--- src/rtl/led_axi_regfile.sv ---
// rtl/led_axi_regfile.sv - AXI4-Lite slave register file for the LED peripheral
//
// Purpose:
//    Terminates AXI4-Lite write and read channels and owns eight 32-bit
//    software registers r0..r7 that feed the LED control stage; r0[3:0]
//    drives the LEDs. Reads go through the LED control stage: the latched
//    read address is presented on axi_araddr and the stage's combinational
//    readback word (reg_out) is captured into rdata one cycle later.
//
// Ports:
//    clk, reset            sole clock, synchronous active-high reset
//    s_axi_aw*             write address channel
//    s_axi_w*              write data channel with byte strobes
//    s_axi_b*              write response channel (always OKAY)
//    s_axi_ar*             read address channel
//    s_axi_r*              read data channel (always OKAY)
//    r0..r7                register contents to the LED control stage
//    axi_araddr            latched read address to the LED control stage
//    reg_out               readback word selected by the LED control stage

module led_axi_regfile #(
   parameter int C_S_AXI_DATA_WIDTH = 32,
   parameter int C_S_AXI_ADDR_WIDTH = 5,
   parameter int ADDR_LSB           = 2
) (
   input  logic                              clk,
   input  logic                              reset,

   input  logic [C_S_AXI_ADDR_WIDTH-1:0]     s_axi_awaddr,
   input  logic                              s_axi_awvalid,
   output logic                              s_axi_awready,

   input  logic [C_S_AXI_DATA_WIDTH-1:0]     s_axi_wdata,
   input  logic [C_S_AXI_DATA_WIDTH/8-1:0]   s_axi_wstrb,
   input  logic                              s_axi_wvalid,
   output logic                              s_axi_wready,

   output logic [1:0]                        s_axi_bresp,
   output logic                              s_axi_bvalid,
   input  logic                              s_axi_bready,

   input  logic [C_S_AXI_ADDR_WIDTH-1:0]     s_axi_araddr,
   input  logic                              s_axi_arvalid,
   output logic                              s_axi_arready,

   output logic [C_S_AXI_DATA_WIDTH-1:0]     s_axi_rdata,
   output logic [1:0]                        s_axi_rresp,
   output logic                              s_axi_rvalid,
   input  logic                              s_axi_rready,

   output logic [C_S_AXI_DATA_WIDTH-1:0]     r0,
   output logic [C_S_AXI_DATA_WIDTH-1:0]     r1,
   output logic [C_S_AXI_DATA_WIDTH-1:0]     r2,
   output logic [C_S_AXI_DATA_WIDTH-1:0]     r3,
   output logic [C_S_AXI_DATA_WIDTH-1:0]     r4,
   output logic [C_S_AXI_DATA_WIDTH-1:0]     r5,
   output logic [C_S_AXI_DATA_WIDTH-1:0]     r6,
   output logic [C_S_AXI_DATA_WIDTH-1:0]     r7,

   output logic [C_S_AXI_ADDR_WIDTH-1:0]     axi_araddr,
   input  logic [C_S_AXI_DATA_WIDTH-1:0]     reg_out
);

   localparam int IDX_W     = C_S_AXI_ADDR_WIDTH - ADDR_LSB;
   localparam int NUM_REGS  = 1 << IDX_W;
   localparam int NUM_BYTES = C_S_AXI_DATA_WIDTH / 8;

   localparam logic [1:0] R_IDLE = 2'd0;
   localparam logic [1:0] R_ADDR = 2'd1;
   localparam logic [1:0] R_DATA = 2'd2;

   // ------------------------------------------------------------------
   // Write path state
   // ------------------------------------------------------------------
   logic                            aw_held_q, aw_held_d;
   logic                            w_held_q,  w_held_d;
   logic [IDX_W-1:0]                aw_idx_q,  aw_idx_d;
   logic [C_S_AXI_DATA_WIDTH-1:0]   wdata_q,   wdata_d;
   logic [NUM_BYTES-1:0]            wstrb_q,   wstrb_d;
   logic                            bvalid_q,  bvalid_d;
   logic [C_S_AXI_DATA_WIDTH-1:0]   regs_q [NUM_REGS];
   logic [C_S_AXI_DATA_WIDTH-1:0]   regs_d [NUM_REGS];

   // ------------------------------------------------------------------
   // Read path state
   // ------------------------------------------------------------------
   logic [1:0]                      rstate_q, rstate_d;
   logic [C_S_AXI_ADDR_WIDTH-1:0]   araddr_q, araddr_d;
   logic [C_S_AXI_DATA_WIDTH-1:0]   rdata_q,  rdata_d;
   logic                            rvalid_q, rvalid_d;

   logic aw_hs;
   logic w_hs;
   logic ar_hs;
   logic commit;

   // Byte-offset bits of the write address carry no information here.
   logic unused_awaddr_lsbs;
   assign unused_awaddr_lsbs = ^s_axi_awaddr[ADDR_LSB-1:0];

   // Readies are gated by reset so nothing is accepted on a reset edge.
   // New AW/W are blocked while a B response is outstanding.
   assign s_axi_awready = !aw_held_q && !bvalid_q && !reset;
   assign s_axi_wready  = !w_held_q  && !bvalid_q && !reset;
   assign s_axi_arready = (rstate_q == R_IDLE) && !reset;

   assign aw_hs  = s_axi_awvalid && s_axi_awready;
   assign w_hs   = s_axi_wvalid  && s_axi_wready;
   assign ar_hs  = s_axi_arvalid && s_axi_arready;

   // Commit happens the cycle after both halves are held, so the register
   // update and bvalid appear together one edge after the later handshake.
   assign commit = aw_held_q && w_held_q;

   // ------------------------------------------------------------------
   // Write next-state
   // ------------------------------------------------------------------
   always_comb begin
      aw_held_d = aw_held_q;
      w_held_d  = w_held_q;
      aw_idx_d  = aw_idx_q;
      wdata_d   = wdata_q;
      wstrb_d   = wstrb_q;
      bvalid_d  = bvalid_q;
      regs_d    = regs_q;

      if (aw_hs) begin
         aw_held_d = 1'b1;
         aw_idx_d  = s_axi_awaddr[C_S_AXI_ADDR_WIDTH-1:ADDR_LSB];
      end

      if (w_hs) begin
         w_held_d = 1'b1;
         wdata_d  = s_axi_wdata;
         wstrb_d  = s_axi_wstrb;
      end

      if (commit) begin
         // wstrb of zero still commits and responds; the register is untouched.
         for (int b = 0; b < NUM_BYTES; b++) begin
            if (wstrb_q[b]) begin
               regs_d[aw_idx_q][b*8 +: 8] = wdata_q[b*8 +: 8];
            end
         end
         aw_held_d = 1'b0;
         w_held_d  = 1'b0;
         bvalid_d  = 1'b1;
      end else if (bvalid_q && s_axi_bready) begin
         bvalid_d = 1'b0;
      end
   end

   // ------------------------------------------------------------------
   // Read next-state
   // ------------------------------------------------------------------
   always_comb begin
      rstate_d = rstate_q;
      araddr_d = araddr_q;
      rdata_d  = rdata_q;
      rvalid_d = rvalid_q;

      case (rstate_q)
         R_IDLE: begin
            if (ar_hs) begin
               araddr_d = s_axi_araddr;
               rstate_d = R_ADDR;
            end
         end
         R_ADDR: begin
            // reg_out reflects the registered contents, so a write committing
            // on this same edge is not seen: rdata gets the pre-write value.
            rdata_d  = reg_out;
            rvalid_d = 1'b1;
            rstate_d = R_DATA;
         end
         R_DATA: begin
            if (s_axi_rready) begin
               rvalid_d = 1'b0;
               rstate_d = R_IDLE;
            end
         end
         default: begin
            rvalid_d = 1'b0;
            rstate_d = R_IDLE;
         end
      endcase
   end

   // ------------------------------------------------------------------
   // State registers
   // ------------------------------------------------------------------
   always_ff @(posedge clk) begin
      if (reset) begin
         aw_held_q <= 1'b0;
         w_held_q  <= 1'b0;
         aw_idx_q  <= '0;
         wdata_q   <= '0;
         wstrb_q   <= '0;
         bvalid_q  <= 1'b0;
         for (int i = 0; i < NUM_REGS; i++) begin
            regs_q[i] <= '0;
         end
         rstate_q  <= R_IDLE;
         araddr_q  <= '0;
         rdata_q   <= '0;
         rvalid_q  <= 1'b0;
      end else begin
         aw_held_q <= aw_held_d;
         w_held_q  <= w_held_d;
         aw_idx_q  <= aw_idx_d;
         wdata_q   <= wdata_d;
         wstrb_q   <= wstrb_d;
         bvalid_q  <= bvalid_d;
         regs_q    <= regs_d;
         rstate_q  <= rstate_d;
         araddr_q  <= araddr_d;
         rdata_q   <= rdata_d;
         rvalid_q  <= rvalid_d;
      end
   end

   // ------------------------------------------------------------------
   // Outputs
   // ------------------------------------------------------------------
   assign s_axi_bresp  = 2'b00;
   assign s_axi_bvalid = bvalid_q;
   assign s_axi_rresp  = 2'b00;
   assign s_axi_rdata  = rdata_q;
   assign s_axi_rvalid = rvalid_q;
   assign axi_araddr   = araddr_q;

   assign r0 = regs_q[0];
   assign r1 = regs_q[1];
   assign r2 = regs_q[2];
   assign r3 = regs_q[3];
   assign r4 = regs_q[4];
   assign r5 = regs_q[5];
   assign r6 = regs_q[6];
   assign r7 = regs_q[7];

endmodule

--- config.mk ---
export PLATFORM = sky130hd
export DESIGN_NAME = led_axi_regfile
export DESIGN_NICKNAME = d
export VERILOG_FILES = /design/src/rtl/led_axi_regfile.sv
export SDC_FILE = /design/constraint.sdc
export NUM_CORES = 1
export LEC_CHECK = 0
export ABC_AREA = 1
export BUFFER_PORTS_ARGS = -buffer_cell sky130_fd_sc_hd__buf_2
export CAP_MARGIN = 30
export CORE_MARGIN = 2
export CORE_UTILIZATION = 47
export DETAILED_ROUTE_END_ITERATION = 7
export PLACE_DENSITY_LB_ADDON = 0.1
export RECOVER_POWER = 100
export SYNTH_ARGS = -nofsm -noshare
export SYNTH_HDL_FRONTEND = slang
export SYNTH_SLANG_ARGS = --single-unit
--- constraint.sdc ---
create_clock -name clk -period 1.4 [get_ports clk]
set_clock_uncertainty 0.2 [all_clocks]
set_input_delay 0.42 -clock clk [delete_from_list [all_inputs] [get_ports clk]]
set_output_delay 0.42 -clock clk [all_outputs]
set_load 0.01 [all_outputs]
== Word-level counts from Yosys, hierarchy flattened ==
Index checks and enable logic that the tools add are counted.
Storage, ports and cells
  flip-flop bits (word level): 338
  latch bits: 0
  RAM bits: 0
  bits in read-only memories: 0
  input port bits: 85
  output and inout bits: 302
  memories kept: 0
Cells by class
  add/sub/neg operators: 0
  $mul: 0
  div/mod/pow operators: 0
  $lt $le $gt $ge: 2
  equality and inequality tests: 4
  shift-type cells: 0
  muxes and demuxes: 26
  bitwise logic cells: 2
  reductions and logical operators: 21
Operators by type and width (count)
  $mux 256: 7
  $bwmux 256: 4
  $demux 32 s3: 4
  $mux 32: 1
  $mux 24: 1
  $mux 16: 1
  $logic_and 1x1->1: 11
  $mux 8: 1
  $pmux 2 s3: 1
  $reduce_and 2->1: 3
  $ge 4x4->1 const B: 1
  $logic_not 1->1: 4
  $lt 4x1->1 const B: 1
  $mux 2: 2
  $ne 2x2->1 const B: 2
  $not 3->4: 1
  $mux 1: 3
  $pmux 1 s3: 1
  $eq 2x1->1 const B: 1
  $eq 2x2->1 const B: 1
  $logic_not 2->1: 1
  $reduce_bool 2->1: 1
  $reduce_or 2->1: 1
  $not 1->1: 1

== Depth between registers and ports, before layout ==
Gate-level depths: netlist (run 1).
  depth in word-level cells: 16
  depth in mapped cells: 8
  mapped depth without buffers: 6

== Worst setup path before layout (run 1) ==
No wires, ideal clock.
  kind: reg2reg
  from: register aw_held_q
  to: register regs_q, in the netlist r1[31]
  library setup time: 113 ps
  arrival: 1226 ps
  required time: 1087 ps
  path slack: -140 ps
  cell stages (with the launch flop): 8
  buffers on the path: 2
  period minus slack after synthesis: 1540 ps
  path through: dfxtp_1 buf_4 nand3_2 inv_1 buf_2 nand3_1 nand2_1 nor2_1
On the way
  word-level cells in the longest chain between the ends: 1
Ends and longest elaborated chain
  start, declared: line 75  | logic aw_held_q, aw_held_d;
  start signal, assigned: line 208  | aw_held_q <= aw_held_d;
  $logic_and 1x1->1: line 113  | assign commit = aw_held_q && w_held_q;
  end signal, assigned: line 214  | regs_q <= regs_d;
  end, declared: line 81  | logic [C_S_AXI_DATA_WIDTH-1:0] regs_q [NUM_REGS];
Every way passes these cells.
A chain may end at the register's enable or synchronous reset.

== Final worst setup path (run 1) ==
  from: register aw_held_q
  to: output port s_axi_awready
On the way
  word-level cells in the longest chain between the ends: 3
Ends and longest elaborated chain
  $logic_not 1->1: line 103  | assign s_axi_awready = !aw_held_q && !bvalid_q && !reset;
  $logic_and 1x1->1 (2 in a row): line 103
  end, declared: line 31  | output logic s_axi_awready,
Every way passes these cells.

==> run summary, run 1 <==
Place WS: -0.3321 ns
Chip width: 170.5 um
Worst VDD drop: 0.0008959 V
Net Sw Frac: 24.93%
CP Data Arrival Time: 1.27 ns
Max-cap viol count: 0
Hold Path Class: in2reg
Pwr Total: 21.53 mW
Peak fanout along the critical path: 2
Initial core utilization: 48.05%
Seq/Total Area, Yosys: 51.96%
FF+latch count, synth: 338
Area Growth Syn to Fin: 66.19%
Clk pin slew, worst setup/hold paths: 0.06 ns
DR iter-0 viols: 1003
I/O Buffers: 380
Number of global-route vias before repair: 13310
Crit end category: output port
Hpwl dp: 27650 um
Commonest non-fill, non-tap cell in the layout: nor2_1
Combinational fraction of design power: 10.9%
Req. time, crit path: 0.78 ns
Crit-path slowest cell: dfxtp_2
Synth unique cells: 20
Final Max Slew Viols: 0
Crit-path cells: buf_6, nor3_4, buf_6
Die area: 29050 um^2
Final WS setup: -0.4906 ns
Routed Antenna Nets: 0
Clock Sink Count: 338
Family with the most delay on the worst path: flip-flops
Buffers & Inverters on Critical Path: 2
Outcome: finished, violations left
Area of the mapped netlist: 13020 um^2
H-Tree Depth: 2
DR DRC count: 0
Io pins: 387
Hold Violations, Final: 0
Failing checks: setup timing
Grt total ovfl: 0
Synthesized area per cell: 7.009 um^2
GR Util All Layers: 30.81%
Reg power frac: 46.1%
P_int: 16.16 mW
Initial antenna violation count: 2
Gate Count Post-Synth: 1858
First drt pass iteration count: 5
Cell count after placement: 2605
CTS tree: built
Core Rows: 60
Power share of the clock group: 43.0%
Final Non-Filler Cells: 2820
CORE AREA: 27100 um^2
Final wirelength: 49230 um
First-pass GRT wire length: 70660 um
Tmin final: 1.891 ns
Crit Path Category: reg2out
WL/cell: 17.46 um
Largest net degree at the start of global routing: 57
Clock tree buffer depth: 3
CP max stage delay: 0.32 ns
Share of cells above drive strength 1: 41.35%
Worst-Skew Late Latency: 0.53 ns
Most used cell, CP: buf_6
RSZ-0062 raised after global routing: yes
Synthesis warning total: 0
Fin nets: 2504
CTS Root Cell: clkbuf_16
Leakage power: 9.648 nW
Via-per-instance ratio: 5.065
Total number of vias: 14280
Die Y-Extent: 170.5 um
Period utilization: 135.0%
Switch Pwr: 5.369 mW
RD Place Congestion: 0.8788
Peak Freq: 0.5289 GHz
Final setup fails: 623
Most frequent cells in the layout: nor2_1, nand2_1, buf_6, dfxtp_2, nand3_1
Worst Setup Start Kind: flip-flop
CTS Buf Count: 36
Power Density: 994.9 nW/um^2
[flip-flops by register name, summed over array words and instances (netlist names)]
name,flops
s_axi_rvalid,1
s_axi_rdata,32
r4,32
rstate_q,2
wstrb_q,4
r0,32
r2,32
w_held_q,1
axi_araddr,5
r3,32
r5,32
aw_held_q,1
r6,32
aw_idx_q,3
r7,32
r1,32
s_axi_bvalid,1
wdata_q,32
[power by group through the flow]
stage	combinational, mW	sequential, mW	clock (mW)
final	2.34	9.93	9.25
after global placement	1.66	10.1	0
after floorplan	0.929	10.1	0
after global routing	2.51	9.94	9.76
after CTS	2.06	9.93	9.28
after detailed placement	1.68	10.1	0
[area by class of cell]
cell class | count | area, um^2
antenna | 3 | 7.507
clock buffer | 58 | 1095
clock inverter | 6 | 37.54
fill | 1709 | 5459
inverter | 55 | 259.0
multi-input combinational | 1372 | 6043
sequential | 338 | 7152
tap | 372 | 465.4
timing repair buffer | 616 | 6583
[per-stage QoR]
step / util (%) / cell area [um^2] / TNS, ns / hold WS (ns)
2_1_floorplan: - / 13210 / -3.237 / 0.2592
3_3_place_gp: 59.50 / 16130 / -56.01 / 0.2574
3_5_place_dp: 59.50 / 16130 / -59.29 / 0.2661
4_1_cts: 75.92 / 20580 / -95.58 / 0.004831
5_1_grt: 79.84 / 21640 / -132.79 / 0.008463
6_report: 79.86 / 21640 / -105.16 / 0.01691
[worst reg2reg max path, delay by kind of cell, from the launching register on]
kind / cells / cell delay (ns)
simple gates: 4 / 0.51
buf+inv: 5 / 0.58
flops: 1 / 0.33
[timing repair]
| action | CTS | global route |
|---|---|---|
| setup endpoints to repair | 580 | 631 |
| gates resized for setup | 631 | 141 |
| endpoints found under the hold margin | 76 | 0 |
| setup buffers | 35 | 18 |
| gates cloned | 4 | 17 |
| pin swaps | 11 | 69 |
| hold buffers | 76 | 0 |
[Yosys cell counts (all sizes together)]
cell	count	area, um^2
clkinv	32	120.1
nand3	143	770.7
o21ai	33	165.2
nor2	703	2759
dfxtp	338	6766
conb	1	3.750
clkbuf	24	90.09
inv	23	86.34
nor3	3	15.01
nand3b	1	7.510
a21oi	5	25.02
buf	74	419.2
nand2	478	1794
[logic make-up (layout without fill, tap and decap cells)]
logic type | count (synthesis) | count (layout) | share of synthesized area, %
other | 1 | 7 | 0.02880
AOI/OAI and AO/OA | 38 | 38 | 1.460
and+or+nand+nor | 1328 | 1330 | 41.05
buffers and inverters | 153 | 735 | 5.496
DFF | 338 | 338 | 51.96
[routing by layer]
metal | track usage (%) | up-vias | share of wire, %
met5 | 0 | - | 0
met4 | 12.45 | 0 | 4.0
met3 | 7.488 | 142 | 7.6
met2 | 54.60 | 658 | 50
met1 | 35.62 | 6651 | 39
li1 | - | 6833 | -
[path summary, 6_finish.rpt]
check                                      from            end  slack [ns]  cells after the start
worst min-delay path            s_axi_wdata[29]    wdata_q[29]        0.02                      3
worst max register to register        aw_held_q          r4[5]       -0.33                      9
worst max-delay path                  aw_held_q  s_axi_awready       -0.49                      3
worst min register to register           r4[25]         r4[25]        0.28                      2
Power figures use the tool's default switching activity.
==> run 2, diff against run 1 <==
- CELL_PAD_IN_SITES_DETAIL_PLACEMENT: default -> 0
- CELL_PAD_IN_SITES_GLOBAL_PLACEMENT: default -> 1
- CORE_UTILIZATION: 47 -> 32
==> run 2 against run 1 <==
Effect of this change: the run still ends with setup timing left; core utilization down 26 points; power up 5.3%; first-iteration DRC count down 36%; sequential power about the same; hold slack better by 0.096 ns; largest power group is now the clock network.
==> run summary, run 2 (synthesis gave the netlist of run 1 again) <==
Commonest non-fill, non-tap cell in the layout: nor2_1
Outcome: finished, violations left
CTS Buf Count: 40
GR Util All Layers: 22.18%
Clock Sink Count: 338
Worst R2R Path Depth: 8
Max-cap viol count: 0
Via-per-instance ratio: 4.429
Peak fanout along the critical path: 3
Placed Area: 16820 um^2
Core Rows: 73
Clock tree buffer depth: 3
H-Tree Depth: 2
Crit end category: output port
Hpwl dp: 31960 um
Number of global-route vias before repair: 12730
Reg-to-Reg Start: aw_held_q
Most frequent cells in the layout: nor2_1, nand2_1, buf_6, dfxtp_2, nand3_1
Fin area: 21550 um^2
Worst-Skew Late Latency: 0.55 ns
Initial core utilization: 32.63%
Chip width: 205.7 um
Final WS setup: -0.4554 ns
CP Data Arrival Time: 1.24 ns
First drt pass iteration count: 5
Period utilization: 132.5%
DR DRC count: 0
WL/cell: 15.82 um
CTS tree: built
Peak Freq: 0.5390 GHz
Met3 usage: 5.401%
Worst hold endpoint: s_axi_bvalid
Clk pin slew, worst setup/hold paths: 0.06 ns
RSZ-0062 raised after global routing: yes
CORE AREA: 39910 um^2
Total number of vias: 13220
Hold Path Class: in2reg
Leakage power: 9.583 nW
Power Density: 1052 nW/um^2
Final wirelength: 47240 um
Routed Antenna Nets: 0
Largest net degree at the start of global routing: 59
Most Used Layer, Global Route: met2
Worst Hold Depth: 3
RR Endpoint: r6[19]
Utilization after layout: 53.99%
Crit Path Category: reg2out
Met1 Resource Use GR: 28.52%
R2R Setup Slk: -0.32 ns
I/O Buffers: 380
Failing checks: setup timing
Area Growth Syn to Fin: 65.47%
First-pass GRT wire length: 72440 um
Worst Setup Start Kind: flip-flop
Req. time, crit path: 0.78 ns
Io pins: 387
Tmin final: 1.855 ns
Grt total ovfl: 0
Final setup fails: 611
Share of cells above drive strength 1: 39.16%
CTS Root Cell: clkbuf_16
Die Y-Extent: 205.7 um
Hold Violations, Final: 0
Worst VDD drop: 0.0008227 V
HP Start: reset
Met2 GRT Util: 36.78%
Initial antenna violation count: 1
RD Place Congestion: 0.7560
Fin nets: 2514
Final Max Slew Viols: 0
Die area: 42320 um^2
DR iter-0 viols: 641
-- run 2: worst max path at each step --
| stage | from | endpoint | slack (ns) |
|---|---|---|---|
| after global placement | aw_idx_q[0] | r3[23] | -0.25 |
| after CTS | aw_held_q | s_axi_awready | -0.50 |
| after global routing | aw_held_q | s_axi_awready | -0.52 |
| final | aw_held_q | s_axi_awready | -0.46 |
| after detailed placement | aw_idx_q[0] | r1[2] | -0.27 |
| after floorplan | reset | r5[0] | -0.08 |
-- run 2: layout make-up --
class	count	area (um^2)
Tap cell	525	656.9
Sequential cell	338	7154
Clock buffer	60	1197
Timing Repair Buffer	620	6410
Clock inverter	12	117.6
Multi-Input combinational cell	1374	5781
Inverter	55	226.5
Fill cell	3892	18370
Antenna cell	2	5.005
-- run 2: report_power, final --
part / total (mW) / internal (mW) / switching [mW]
clock: 10.4 / 6.27 / 4.17
sequential: 9.94 / 9.81 / 0.130
combinational: 2.29 / 1.04 / 1.26
total: 22.7 / 17.1 / 5.55
-- run 2: timing repair --
action                                  4_1_cts  5_1_grt
endpoints found under the setup margin      585      628
buffers inserted                             21        2
hold buffers                                 79        0
gates cloned                                  5        2
gates resized for setup                     662       12
pin swaps                                     8        3
endpoints found under the hold margin        79        0
-- run 2: per-stage QoR --
step | setup TNS (ns) | std cells | hold WS, ns | worst slack (ns) | power (mW)
after CTS | -121.39 | 2980 | 0.06197 | -0.5027 | 22.94
final | -114.33 | 2986 | 0.1127 | -0.4554 | 22.67
after detailed placement | -60.77 | 2804 | 0.2650 | -0.2675 | 12.04
after floorplan | -3.237 | 1861 | 0.2592 | -0.07559 | 11.07
after global placement | -56.60 | 2804 | 0.2585 | -0.2467 | 12.03
after global routing | -159.43 | 2985 | 0.09726 | -0.5183 | 23.58
-- run 2: layer usage --
metal	share of wire [%]	wire, um
met5	0	0
met4	2.1	999
met3	6.3	2966
met2	47	22130
met1	45	21140
-- run 2: worst max-delay path: stages, from the launching register on --
cell,delay [ns]
dfxtp_2,0.32
buf_6,0.12
nor3_4,0.11
buf_2,0.15
==> run 3, diff against run 2 <==
- CELL_PAD_IN_SITES_DETAIL_PLACEMENT: 0 -> default
- CELL_PAD_IN_SITES_GLOBAL_PLACEMENT: 1 -> default
- CORE_UTILIZATION: 32 -> 50
- clock period: 1.4 -> 2.1 ns (I/O delays scaled with it)
==> run 3 against run 2 <==
Effect of this change: the flow now finishes without violations; largest cell class unchanged; sequential share of layout area increased by 8.9 points; power down 40%; hold slack better by 0.031 ns; global-route usage grew 4.3 points; clock power decreased by 41%; largest power group is now registers; non-clock buffer count decreased by 197; count of clock-buffer cells in the layout is 7 lower; sequential cell count stayed put; wire length is 21% lower; critical path type unchanged; critical endpoint unchanged.
==> run summary, run 3 (synthesis gave the netlist of run 1 again) <==
Outcome: finished clean
Hold buffers post-CTS: 0
CORE AREA: 25840 um^2
Crit end category: output port
CTS Root Cell: clkbuf_16
Top sig layer: met5
Met2 WL: 17400 um
R2R Setup Slk: 0.16 ns
Metal3 WL: 3380 um
I/O Buffers: 380
Leakage power: 6.804 nW
HP Start: s_axi_wdata[16]
DR iter-0 viols: 815
Largest net degree at the start of global routing: 76
Final Max Slew Viols: 0
Switch Pwr: 3.217 mW
Clock tree buffer depth: 3
RR Endpoint: r4[26]
Crit Path Category: reg2out
Fillers: 2556
Peak Freq: 0.4813 GHz
Max-cap viol count: 0
GR Util All Layers: 26.48%
Net Sw Frac: 23.48%
H-Tree Depth: 2
Reg power frac: 48.2%
WL/cell: 14.51 um
Slew headroom: 45.81%
Worst R2R Path Depth: 4
Initial core utilization: 50.40%
CP Data Arrival Time: 1.25 ns
Crit-path cells: nor3_2, buf_2
M1 WL: 15520 um
Final setup fails: 0
Share of cells above drive strength 1: 9.577%
Buffers & Inverters on Critical Path: 1
Area of the multi-input gates: 5564 um^2
Area Growth Syn to Fin: 23.40%
Req. time, crit path: 1.27 ns
Final wirelength: 37510 um
Family with the most delay on the worst path: flip-flops
Total number of vias: 12570
Setup TNS: 0 ns
Grt total ovfl: 0
Die Y-Extent: 165.4 um
Worst Setup Start Kind: flip-flop
CTS Buf Count: 35
DR DRC count: 0
Worst VDD drop: 0.0006745 V
CTS tree: built
Period utilization: 98.94%
Worst Hold Depth: 3
Combinational fraction of design power: 7.3%
Final Non-Filler Cells: 2584
Most frequent cells in the layout: nor2_1, nand2_1, dfxtp_1, clkbuf_1, nand3_1
Chip width: 165.4 um
Crit-path slowest cell: dfxtp_1
Reg-to-Reg Start: aw_idx_q[2]
First-pass GRT wire length: 57160 um
Initial antenna violation count: 5
Clk pin slew, worst setup/hold paths: 0.06 ns
Tmin final: 2.078 ns
P_int: 10.48 mW
First drt pass iteration count: 5
RD Place Congestion: 0.8218
Die area: 27350 um^2
Number of global-route vias before repair: 10940
Commonest non-fill, non-tap cell in the layout: nor2_1
Hold Violations, Final: 0
CP max stage delay: 0.37 ns
Core Rows: 59
Hold Path Class: in2reg
Worst Max-Slew Pin Slew: 0.8129 ns
Clock Sink Count: 338
Fin nets: 2308
Cell count after placement: 2521
Via-per-instance ratio: 4.863
RSZ-0062 raised after global routing: no
Power Density: 852.5 nW/um^2
Hpwl dp: 25420 um
Routed Antenna Nets: 0
Worst hold endpoint: wdata_q[16]
Worst-Skew Late Latency: 0.51 ns
Reg area: 6771 um^2
Power share of the clock group: 44.6%
Peak fanout along the critical path: 5
Io pins: 387
run 3: repair_timing:
item	4_1_cts	5_1_grt
buffers inserted	0	0
resized for setup	4	2
cloned	0	0
endpoints found under the setup margin	2	2
pin swaps	0	1
run 3: worst max path at each step:
| stage | startpoint | to | cells after the start | slack [ns] |
|---|---|---|---|---|
| after CTS | s_axi_bvalid | s_axi_wready | 2 | 0.006 |
| final | s_axi_bvalid | s_axi_awready | 2 | 0.02 |
| after global routing | s_axi_bvalid | wdata_q[22] | 6 | 0.0007 |
| after floorplan | reset | s_axi_arready | 1 | 0.38 |
| after detailed placement | aw_idx_q[2] | r4[25] | 4 | 0.13 |
| after global placement | reset | s_axi_wready | 3 | 0.13 |
run 3: area by class of cell:
class                   count  area share, %
multi-input cells        1370          34.62
repair buffers            423          12.20
diodes                      4        0.06229
clock inverters             6         0.3426
clock buffers              53          6.696
well taps                 335          2.608
flip-flops and latches    338          42.14
inverters                  55          1.331
run 3: power groups by stage:
stage          clock, mW  sequential, mW  combinational, mW
6_report            6.11            6.60              0.994
5_1_grt             6.44            6.61               1.12
4_1_cts             6.22            6.60               1.02
3_5_place_dp           0            6.74               1.01
3_3_place_gp           0            6.73               1.00
2_1_floorplan          0            6.75              0.593
run 3: stage by stage:
step | power [mW] | setup slack, ns | utilization [%] | hold slack [ns] | instance area, um^2
finish | 13.70 | 0.02221 | 62.20 | 0.1441 | 16070
global route | 14.17 | 0.0007161 | 62.19 | 0.1478 | 16070
CTS | 13.84 | 0.005614 | 63.83 | 0.1313 | 16490
detailed placement | 7.751 | 0.1258 | 59.40 | 0.2656 | 15350
floorplan | 7.345 | 0.3813 | - | 0.2592 | 13030
global placement | 7.738 | 0.1349 | 59.40 | 0.2588 | 15350
run 3: worst reg2reg max path, cell delays in order, from the launching register on:
cell and delay, ns:
dfxtp_1 0.52, nand3_1 0.38, nor2_1 0.58, nor2_1 0.08
nor2_1 0.12
run 3: metal layers:
metal  up-vias  global-route usage, %
met1      5629                  33.86
met4         2                  10.27
met2       444                  42.88
met5         -                      0
met3        77                  6.943
li1       6415                      -
